[config.mk]
export PLATFORM = sky130hd
export DESIGN_NAME = fifo_stream_reader
export DESIGN_NICKNAME = d
export VERILOG_FILES = /design/src/rtl/fifo_stream_reader.sv
export SDC_FILE = /design/constraint.sdc
export NUM_CORES = 1
export LEC_CHECK = 0
export BUFFER_PORTS_ARGS = -buffer_cell sky130_fd_sc_hd__buf_2
export CAP_MARGIN = 25
export CORE_ASPECT_RATIO = 0.7
export CORE_MARGIN = 2
export CORE_UTILIZATION = 56
export DETAILED_ROUTE_END_ITERATION = 16
export PLACE_DENSITY = 0.82
export SLEW_MARGIN = 20
export SYNTH_ARGS = -nofsm -noshare
export SYNTH_HDL_FRONTEND = slang
export SYNTH_SLANG_ARGS = --single-unit
[constraint.sdc]
create_clock -name clk -period 4.61 [get_ports clk]
set_input_delay 0.2305 -clock clk [delete_from_list [all_inputs] [get_ports clk]]
set_output_delay 0.2305 -clock clk [all_outputs]
set_load 0.02 [all_outputs]
[src/rtl/fifo_stream_reader.sv]
// Read-side master for the synchronous fifo: pops words with one-cycle read latency into a
// 2-entry buffer and presents them as a valid/ready stream. Optional macro: STREAM_LAST_EN (m_last).
module fifo_stream_reader #(
    parameter int unsigned DATAWIDTH = 8,
    parameter int unsigned BURST_LEN = 16,
    parameter int unsigned CNT_WIDTH = 4
) (
    input  logic                 clk,
    input  logic                 rstn,
    output logic                 fifo_rd,
    input  logic                 fifo_empty,
    input  logic [DATAWIDTH-1:0] fifo_data,
    output logic [DATAWIDTH-1:0] m_data,
    output logic                 m_valid,
    input  logic                 m_ready,
    output logic                 m_last
);

    if (BURST_LEN == 0 || BURST_LEN > (1 << CNT_WIDTH)) begin : g_burst_len_check
        $error("fifo_stream_reader: BURST_LEN must be in 1..2**CNT_WIDTH");
    end

    typedef enum logic [1:0] {
        OCC_EMPTY = 2'd0,
        OCC_ONE   = 2'd1,
        OCC_TWO   = 2'd2
    } occ_e;

    occ_e                 state;
    occ_e                 state_next;
    logic [1:0]           occ;
    logic                 pend;
    logic                 push;
    logic                 pop;
    logic [2:0]           credit;
    logic [DATAWIDTH-1:0] head;
    logic [DATAWIDTH-1:0] tail;
    logic [DATAWIDTH-1:0] head_next;
    logic [DATAWIDTH-1:0] tail_next;

    assign occ    = state;
    assign push   = pend;
    assign pop    = m_valid && m_ready;
    assign m_data = head;

    // Occupancy state register
    always_ff @(posedge clk) begin
        if (!rstn) begin
            state <= OCC_EMPTY;
        end else begin
            state <= state_next;
        end
    end

    // Occupancy next state; push and pop together leave occupancy unchanged
    always_comb begin
        state_next = state;
        case (state)
            OCC_EMPTY: if (push) state_next = OCC_ONE;
            OCC_ONE: begin
                if (push && !pop) begin
                    state_next = OCC_TWO;
                end else if (pop && !push) begin
                    state_next = OCC_EMPTY;
                end
            end
            OCC_TWO: if (pop && !push) state_next = OCC_ONE;
            default: state_next = OCC_EMPTY;
        endcase
    end

    // Read strobe and buffer steering; credit includes the word still in flight
    always_comb begin
        credit    = 3'(occ) + 3'(pend) - 3'(pop);
        fifo_rd   = rstn && !fifo_empty && (credit < 3'd2);
        head_next = head;
        tail_next = tail;
        case (state)
            OCC_EMPTY: if (push) head_next = fifo_data;
            OCC_ONE: begin
                if (push && pop) begin
                    head_next = fifo_data;
                end else if (push) begin
                    tail_next = fifo_data;
                end
            end
            OCC_TWO: begin
                if (pop) begin
                    head_next = tail;
                    if (push) tail_next = fifo_data;
                end
            end
            default: ;
        endcase
    end

    // Datapath and registered stream valid
    always_ff @(posedge clk) begin
        if (!rstn) begin
            pend    <= 1'b0;
            head    <= '0;
            tail    <= '0;
            m_valid <= 1'b0;
        end else begin
            pend    <= fifo_rd;
            head    <= head_next;
            tail    <= tail_next;
            m_valid <= (state_next != OCC_EMPTY);
        end
    end

`ifdef STREAM_LAST_EN
    localparam logic [CNT_WIDTH-1:0] LAST_CNT = CNT_WIDTH'(BURST_LEN - 1);

    logic [CNT_WIDTH-1:0] bcnt;
    logic [CNT_WIDTH-1:0] bcnt_next;

    // Burst word counter wraps on the popped last word
    always_comb begin
        bcnt_next = bcnt;
        if (pop) begin
            bcnt_next = m_last ? '0 : bcnt + CNT_WIDTH'(1);
        end
    end

    always_ff @(posedge clk) begin
        if (!rstn) begin
            bcnt   <= '0;
            m_last <= 1'b0;
        end else begin
            bcnt   <= bcnt_next;
            m_last <= (state_next != OCC_EMPTY) && (bcnt_next == LAST_CNT);
        end
    end
`else
    assign m_last = 1'b0;
`endif

endmodule

== After elaboration in Yosys (flattened, before gate mapping) ==
Index checks and enable logic that the tools add are counted.
Cells by class
  $add $sub $neg: 2
  magnitude comparators: 1
  eq/ne operators: 6
  muxes and demuxes: 13
  reduce and logical (&&, ||, !) cells: 15
Operator list (count)
  $mux W8: 6
  $pmux W8 S3: 1
  $pmux W8 S2: 1
  $mux W2: 4
  $ne A2 B2 Y1 const B: 4
  $logic_and A1 B1 Y1: 6
  $pmux W2 S3: 1
  $reduce_and A4 Y1: 1
  $reduce_bool A2 Y1: 2
  $add A2 B1 Y3: 1
  $logic_not A1 Y1: 3
  $lt A3 B2 Y1 const B: 1
  $reduce_and A3 Y1: 1
  $reduce_bool A3 Y1: 1
  $sub A3 B1 Y3: 1
  $eq A2 B1 Y1 const B: 1
  $eq A2 B2 Y1 const B: 1
  $logic_not A2 Y1: 1
Word-level totals
  register bits: 20
  input port bits: 12
  output and inout bits: 11
  logic and storage cells: 42

== Logic depth before layout (Yosys ltp) ==
Gate-level depths: netlist of the first run.
  depth after elaboration: 6
  gate-level depth with buffers: 7
  depth with buffers taken out: 7

== Worst setup path before layout of the first run ==
No wires, ideal clock.
  path kind: register -> output
  start point: register m_valid
  end point: output fifo_rd
  data arrival time: 2205 ps
  required time: 4379 ps
  slack: 2175 ps
  stages on the path, launching flop included: 8
  buffers on the path: 0
  cells stage by stage: dfxtp_1 > and2_1 > inv_1 > ha_1 > or2b_1 > fa_1 > xor2_1 > nor3_1
On the way
  cells in the longest elaborated chain, start to end: 4
RTL lines
  from (decl): line 14  | output logic m_valid,
  from (signal assigned): line 108  | m_valid <= (state_next != OCC_EMPTY);
  $logic_and A1 B1 Y1: line 43  | assign pop = m_valid && m_ready;
  $sub A3 B1 Y3: line 74  | credit = 3'(occ) + 3'(pend) - 3'(pop);
  $lt A3 B2 Y1: line 75  | fifo_rd = rstn && !fifo_empty && (credit < 3'd2);
  $logic_and A1 B1 Y1: line 75
  to (decl): line 10  | output logic fifo_rd,
Every way passes these cells.

== Worst setup path after layout of the first run ==
Same ends and word-level chain as after synthesis.

==> results of run 1 <==
==> power by group through the flow <==
stage	combinational (mW)	clock, mW	sequential (mW)
floorplan	0.0494	0	0.205
global placement	0.0750	0	0.196
detailed placement	0.0778	0	0.197
CTS	0.0782	0.106	0.193
global route	0.0857	0.114	0.194
finish	0.0776	0.103	0.193
==> registers in the layout, indices dropped and copies added, names as in the netlist <==
register  flops
tail          8
pend          1
m_valid       1
occ           2
m_data        8
==> layout make-up <==
class                   instances  area [sq um]  area share [%]
clock buffers                   4          36.3            3.07
inverters                       5          18.8            1.59
multi-input cells              75           596            50.3
flip-flops and latches         20           400            33.8
well taps                      22          27.5            2.33
repair buffers                 21           105            8.88
==> cells in the final DEF, fill, tap and decap left out, drive strengths merged <==
cell / instances
nor3: 2
o22ai: 1
clkbuf: 4
and3b: 1
inv: 5
fa: 1
o21a: 2
o32ai: 1
and4b: 1
and2: 3
or3: 1
or2b: 2
nor2: 1
nand2: 17
nor4: 8
ha: 4
nor3b: 2
xor2: 1
buf: 21
dfxtp: 20
conb: 1
nand2b: 1
a211oi: 8
mux2i: 17
==> stage by stage <==
| step | utilization, % | area, sq um |
|---|---|---|
| global route | 65.0 | 1180 |
| global placement | 63.0 | 1150 |
| detailed placement | 63.0 | 1150 |
| floorplan | - | 1070 |
| CTS | 65.0 | 1180 |
| finish | 65.0 | 1180 |
==> metal layers <==
layer / wire length [um] / up-vias
li1: - / 415
met1: 990 / 386
met2: 960 / 25
met3: 105 / 7
met4: 48 / 0
met5: 0 / -
==> kinds of logic after synthesis <==
kind of cell               after synthesis  synth area share (%)
xor gates and xnor gates                 1                 0.818
other                                    1                 0.350
muxes                                   17                  15.9
DFF                                     20                  37.4
and+or+nand+nor                         39                  19.9
adders and majority gates                5                  6.54
AOI/OAI and AO/OA                       12                  12.2
buffers and inverters                   14                  7.01
==> worst min-delay path by stage <==
| stage | from | to | slack (ns) | cells after the start |
|---|---|---|---|---|
| final | fifo_empty | pend | 0.09 | 2 |
| after global routing | fifo_empty | pend | 0.09 | 2 |
| after CTS | fifo_empty | pend | 0.08 | 2 |
| after detailed placement | fifo_empty | pend | 0.42 | 2 |
| after global placement | fifo_empty | pend | 0.41 | 2 |
| after floorplan | fifo_empty | pend | 0.31 | 1 |
==> impl_metrics.env, run 1 <==
export IMPL_yosysUniqueCellTypes=27
export IMPL_hold_violations=0
export IMPL_drtIter0Drc=27
export IMPL_synthFlopType="dfxtp_1"
export IMPL_antenna_found_initial=0
export IMPL_synth_edf_count=0
export IMPL_wire_per_inst_um=14.3
export IMPL_fp_dieH_um=40.6
export IMPL_syn_num_nets=126
export IMPL_worst_hold_slack_ns=0.0927
export IMPL_r2r_start="occ[1]"
export IMPL_nFillCells=160
export IMPL_path_max_fanout=3
export IMPL_irDropWorstVdd_v=0.000244
export IMPL_swShare_pct=29.1
export IMPL_grtUsageTotal_pct=20.5
export IMPL_met3_usage_pct=6.13
export IMPL_min_period_ns=2.57
export IMPL_drive_gt1_share_pct=27.2
export IMPL_cts_sinks=20
export IMPL_wirelength_mm=2.11
export IMPL_p_leak_nw=0.542
export IMPL_worst_setup_path_end_kind="output pin"
export IMPL_path_class="reg -> out"
export IMPL_met1_usage_pct=27.8
export IMPL_p_int_mw=0.265
export IMPL_finClkSkew_ns=0.00434
export IMPL_drv_cap=0
export IMPL_grt_max_degree=22
export IMPL_yosysTopAreaCellShare_pct=37.4
export IMPL_synth_seq_cells=20
export IMPL_cts_hold_buffers=0
export IMPL_cp_slowest_cell="fa_1"
export IMPL_clock_latency_ns=0.31
export IMPL_required_ns=4.38
export IMPL_synth_area_leaders="dfxtp_1 37%, mux2i_1 16%, a211oi_2 9.3%, nand2_1 6.0%, ha_1 4.7%"
export IMPL_cp_depth=8
export IMPL_port_buffers=21
export IMPL_place_gp_congestion=0.719
export IMPL_dieArea_sq_um=2280
export IMPL_post_route_period_util_pct=55.7
export IMPL_clk_pin_slew_ns=0.11
export IMPL_post_cts_buffers=0
export IMPL_max_slew_margin_rel_pct=60.8
export IMPL_worstRegToRegCells=3
export IMPL_cts_root_buf="clkbuf_4"
export IMPL_powerDensity_nw_per_um2=316
export IMPL_yosys_area_top_type="dfxtp_1"
export IMPL_h_tree_depth=1
export IMPL_fin_nets=143
export IMPL_grt_pass1_wl_mm=3.43
export IMPL_hold_class="in -> reg"
export IMPL_p_switching_mw=0.109
export IMPL_cts_tree="built"
export IMPL_area_growth_synth_to_final_pct=10.5
export IMPL_clockBufferDepth=2
export IMPL_syn_avg_cell_area_sq_um=9.83
export IMPL_cts_resized=0
export IMPL_synth_area_sq_um=1070
export IMPL_synth_common_cells="20 x dfxtp_1, 17 x mux2i_1, 17 x nand2_1"
export IMPL_startpoint="m_valid"
export IMPL_syn_inst=109
export IMPL_cp_start_kind="flop"
export IMPL_worst_slew_pin_slew_ns=0.588
export IMPL_dp_slack_ns=2.38
export IMPL_fmax_mhz=390
export IMPL_cts_buffers=3
export IMPL_grt_busiest_layer="met2"
export IMPL_setup_viol=0
export IMPL_synth_seq_area_share_pct=37.4
export IMPL_path_cells="and2_1, inv_1, ha_1, or2b_1, fa_1, xor2_1, nor3_1, buf_2"
export IMPL_dpl_cell_count=143
export IMPL_critPathTopFamily="adder cells"
export IMPL_vias=833
export IMPL_power_total_mw=0.374
export IMPL_max_stage_delay_ns=0.41
export IMPL_cp_buffers_inverters=2
export IMPL_finalWorstSetupSlack_ns=2.04
export IMPL_rrSetupSlack_ns=2.68
export IMPL_grt_pass1_vias=732
export IMPL_rows=13
export IMPL_pwr_share_clk_pct=27.6
export IMPL_power_frac_comb_pct=20.8
export IMPL_drt_pass1_iterations=4
export IMPL_setup_tns_ns=0
export IMPL_fin_cells=147
export IMPL_regToRegEndpoint="tail[2]"
export IMPL_slew_violations=0
export IMPL_cp_endpoint="fifo_rd"
export IMPL_coreArea_sq_um=1820
export IMPL_seq_power_share_pct=51.6
export IMPL_yosysWarnings=0
export IMPL_worstPathArrival_ns=2.34
export IMPL_drc=0
export IMPL_overflow=0
export IMPL_grt_util_met2_pct=30.9
export IMPL_ant_nets=0
export IMPL_ios=23
export IMPL_rsz0062_at_grt="false"
export IMPL_initial_core_util_pct=58.8
export IMPL_diodes=0
export IMPL_status="finished, final reports clean"
export IMPL_die_width_um=56.3
export IMPL_dp_hpwl_mm=1.55
export IMPL_async_flop_share_pct=0
export IMPL_synth_most_common_cell="dfxtp_1"
export IMPL_vias_per_cell=5.67
Power figures use the tool's default switching activity.
==> run 2, diff against run 1 <==
--- a/config.mk
+++ b/config.mk
@@ -5,13 +5,14 @@
 export SDC_FILE = /design/constraint.sdc
 export NUM_CORES = 1
 export LEC_CHECK = 0
+export ABC_AREA = 1
 export BUFFER_PORTS_ARGS = -buffer_cell sky130_fd_sc_hd__buf_2
 export CAP_MARGIN = 25
 export CORE_ASPECT_RATIO = 0.7
 export CORE_MARGIN = 2
-export CORE_UTILIZATION = 56
+export CORE_UTILIZATION = 48
 export DETAILED_ROUTE_END_ITERATION = 16
-export PLACE_DENSITY = 0.82
+export PLACE_DENSITY = 0.74
 export SLEW_MARGIN = 20
 export SYNTH_ARGS = -nofsm -noshare
 export SYNTH_HDL_FRONTEND = slang
==> constraint.sdc (replaced) <==
create_clock -name clk -period 2.31 [get_ports clk]
set_input_delay 0.1155 -clock clk [delete_from_list [all_inputs] [get_ports clk]]
set_output_delay 0.1155 -clock clk [all_outputs]
set_load 0.02 [all_outputs]
==> run 2 against run 1 <==
Against the previous run: worst hold slack better by 0.034 ns; critical path depth down 1; clock skew up 0.0023 ns; synthesized cell count up 51%; largest cell class unchanged.
==> impl_metrics.env, run 2 <==
export IMPL_status="finished, final reports clean"
export IMPL_min_path_cells=5
export IMPL_required_ns=2.19
export IMPL_drc=0
export IMPL_synth_most_common_cell="nand2_1"
export IMPL_critPathTopFamily="adder cells"
export IMPL_rrSetupSlack_ns=0.58
export IMPL_setup_viol=0
export IMPL_diodes=0
export IMPL_finClkSkew_ns=0.00661
export IMPL_cp_slowest_cell="fa_1"
export IMPL_yosysWarnings=0
export IMPL_area_growth_synth_to_final_pct=17.6
export IMPL_synthFlopType="dfxtp_1"
export IMPL_grt_max_degree=20
export IMPL_dp_hpwl_mm=1.63
export IMPL_syn_avg_cell_area_sq_um=6.83
export IMPL_layout_common_cells="36 x nand2_1, 36 x nor2_1, 23 x inv_1, 20 x buf_2, 18 x dfxtp_1"
export IMPL_grt_pass1_vias=940
export IMPL_max_stage_delay_ns=0.50
export IMPL_rows=14
export IMPL_cts_root_buf="clkbuf_4"
export IMPL_post_cts_buffers=0
export IMPL_finalWorstSetupSlack_ns=0.0660
export IMPL_p_leak_nw=0.663
export IMPL_cp_endpoint="fifo_rd"
export IMPL_h_tree_depth=1
export IMPL_cts_sinks=20
export IMPL_slew_violations=0
export IMPL_grt_pass1_wl_mm=4.00
export IMPL_path_max_fanout=3
export IMPL_clock_latency_ns=0.32
export IMPL_overflow=0
export IMPL_min_period_ns=2.24
export IMPL_r2r_start="m_valid"
export IMPL_worstPathArrival_ns=2.13
export IMPL_cts_tree="built"
export IMPL_synth_area_sq_um=1130
export IMPL_vias_per_cell=4.64
export IMPL_die_width_um=61.9
export IMPL_regToRegEndpoint="pend"
export IMPL_cp_depth=7
export IMPL_synth_area_leaders="dfxtp_1 36%, nand2_1 13%, nor2_1 12%, inv_1 7.7%, ha_1 4.4%"
export IMPL_fmax_mhz=446
export IMPL_dieArea_sq_um=2760
export IMPL_drv_cap=0
export IMPL_path_cells="nand2_4, ha_1, or2_4, fa_1, nand2_2, nor3_2, buf_4"
export IMPL_drtIter0Drc=91
export IMPL_syn_inst=165
export IMPL_synth_common_cells="38 x nand2_1, 36 x nor2_1, 23 x inv_1"
export IMPL_worst_hold_slack_ns=0.127
export IMPL_clockBufferDepth=2
export IMPL_hold_class="in -> reg"
export IMPL_port_buffers=21
export IMPL_synth_seq_area_share_pct=35.5
export IMPL_drt_pass1_iterations=4
export IMPL_cp_buffers_inverters=1
export IMPL_dpl_cell_count=213
export IMPL_fin_nets=204
export IMPL_async_flop_share_pct=0
export IMPL_worstRegToRegCells=6
export IMPL_irDropWorstVdd_v=0.000545
export IMPL_synth_edf_count=0
export IMPL_grtUsageTotal_pct=19.8
export IMPL_yosys_area_top_type="dfxtp_1"
export IMPL_fin_cells=218
export IMPL_startpoint="m_valid"
export IMPL_vias=1012
export IMPL_syn_num_nets=182
export IMPL_yosysTopAreaCellShare_pct=35.5
export IMPL_cp_start_kind="flop"
export IMPL_ios=23
export IMPL_drive_gt1_share_pct=23.1
export IMPL_clk_pin_slew_ns=0.12
export IMPL_coreArea_sq_um=2190
export IMPL_ant_nets=0
export IMPL_post_route_period_util_pct=97.1
export IMPL_wirelength_mm=2.22
export IMPL_fp_dieH_um=44.5
export IMPL_synth_seq_cells=20
export IMPL_powerDensity_nw_per_um2=690
export IMPL_cts_buffers=3
export IMPL_hold_violations=0
export IMPL_worst_setup_path_end_kind="output pin"
export IMPL_place_gp_congestion=0.765
export IMPL_antenna_found_initial=0
export IMPL_path_class="reg -> out"
export IMPL_yosysUniqueCellTypes=28
export IMPL_wire_per_inst_um=10.2
export IMPL_dp_slack_ns=0.259
export IMPL_initial_core_util_pct=51.5
-- run 2: changes by cell type after synthesis, moves of 3 or more --
cell | before | now
a211oi_2 | 8 | 0
and2_1 | 3 | 0
inv_1 | 5 | 23
mux2i_1 | 17 | 0
nand2_1 | 17 | 38
nand4_1 | 0 | 8
nor2_1 | 1 | 36
nor4_1 | 8 | 0
o21ai_0 | 0 | 8
-- run 2: kinds of logic after synthesis --
group | after synthesis | share of synthesized area [%]
adders and majority gates | 5 | 6.22
and+or+nand+nor | 94 | 38.6
buffers and inverters | 32 | 12.7
DFF | 20 | 35.5
AOI/OAI and AO/OA | 12 | 5.88
xor gates and xnor gates | 1 | 0.777
other | 1 | 0.333
-- run 2: worst min path at each step --
| stage | from | end |
|---|---|---|
| floorplan | fifo_empty | pend |
| global placement | fifo_empty | pend |
| detailed placement | fifo_empty | pend |
| CTS | fifo_data[5] | tail[5] |
| global route | fifo_data[1] | tail[1] |
| finish | fifo_data[5] | tail[5] |
-- run 2: area by class of cell --
type                    count  area, sq um
inverters                  26          100
clock inverters             1         30.0
well taps                  32         40.0
repair buffers             23          129
multi-input cells         113          602
clock buffers               3         22.5
flip-flops and latches     20          403
fillers                   223          863
-- run 2: what timing repair did --
action / 4_1_cts / 5_1_grt
endpoints found under the hold margin: 1 / 0
gates resized for setup: 5 / 3
hold buffers: 1 / 0
endpoints found under the setup margin: 1 / 1
pin swaps: 2 / 2
-- run 2: stage by stage --
stage          instance area [sq um]  total power, mW  util (%)  setup TNS [ns]
6_report                        1330            0.915      60.6               0
5_1_grt                         1330            0.973      60.6        -0.00439
4_1_cts                         1320            0.921      60.2               0
3_5_place_dp                    1240            0.621      56.7               0
3_3_place_gp                    1240            0.615      56.7               0
2_1_floorplan                   1130            0.571         -               0
-- run 2: routing by layer --
layer | track usage, % | up-vias | wire length (um)
met3 | 6.14 | 2 | 154
met2 | 31.4 | 33 | 1060
met5 | 0 | - | 0
met1 | 26.5 | 436 | 990
met4 | 4.26 | 0 | 14
li1 | - | 541 | -
-- run 2: report_power, final --
part | internal, mW | switching (mW) | total, mW
sequential | 0.378 | 0.0195 | 0.398
clock | 0.176 | 0.118 | 0.294
combinational | 0.0808 | 0.143 | 0.223
-- run 2: tightest hold or removal path, delay by kind of cell --
kind / cells / cell delay [ns]
buf+inv: 2 / 0.11
simple gates: 3 / 0.19
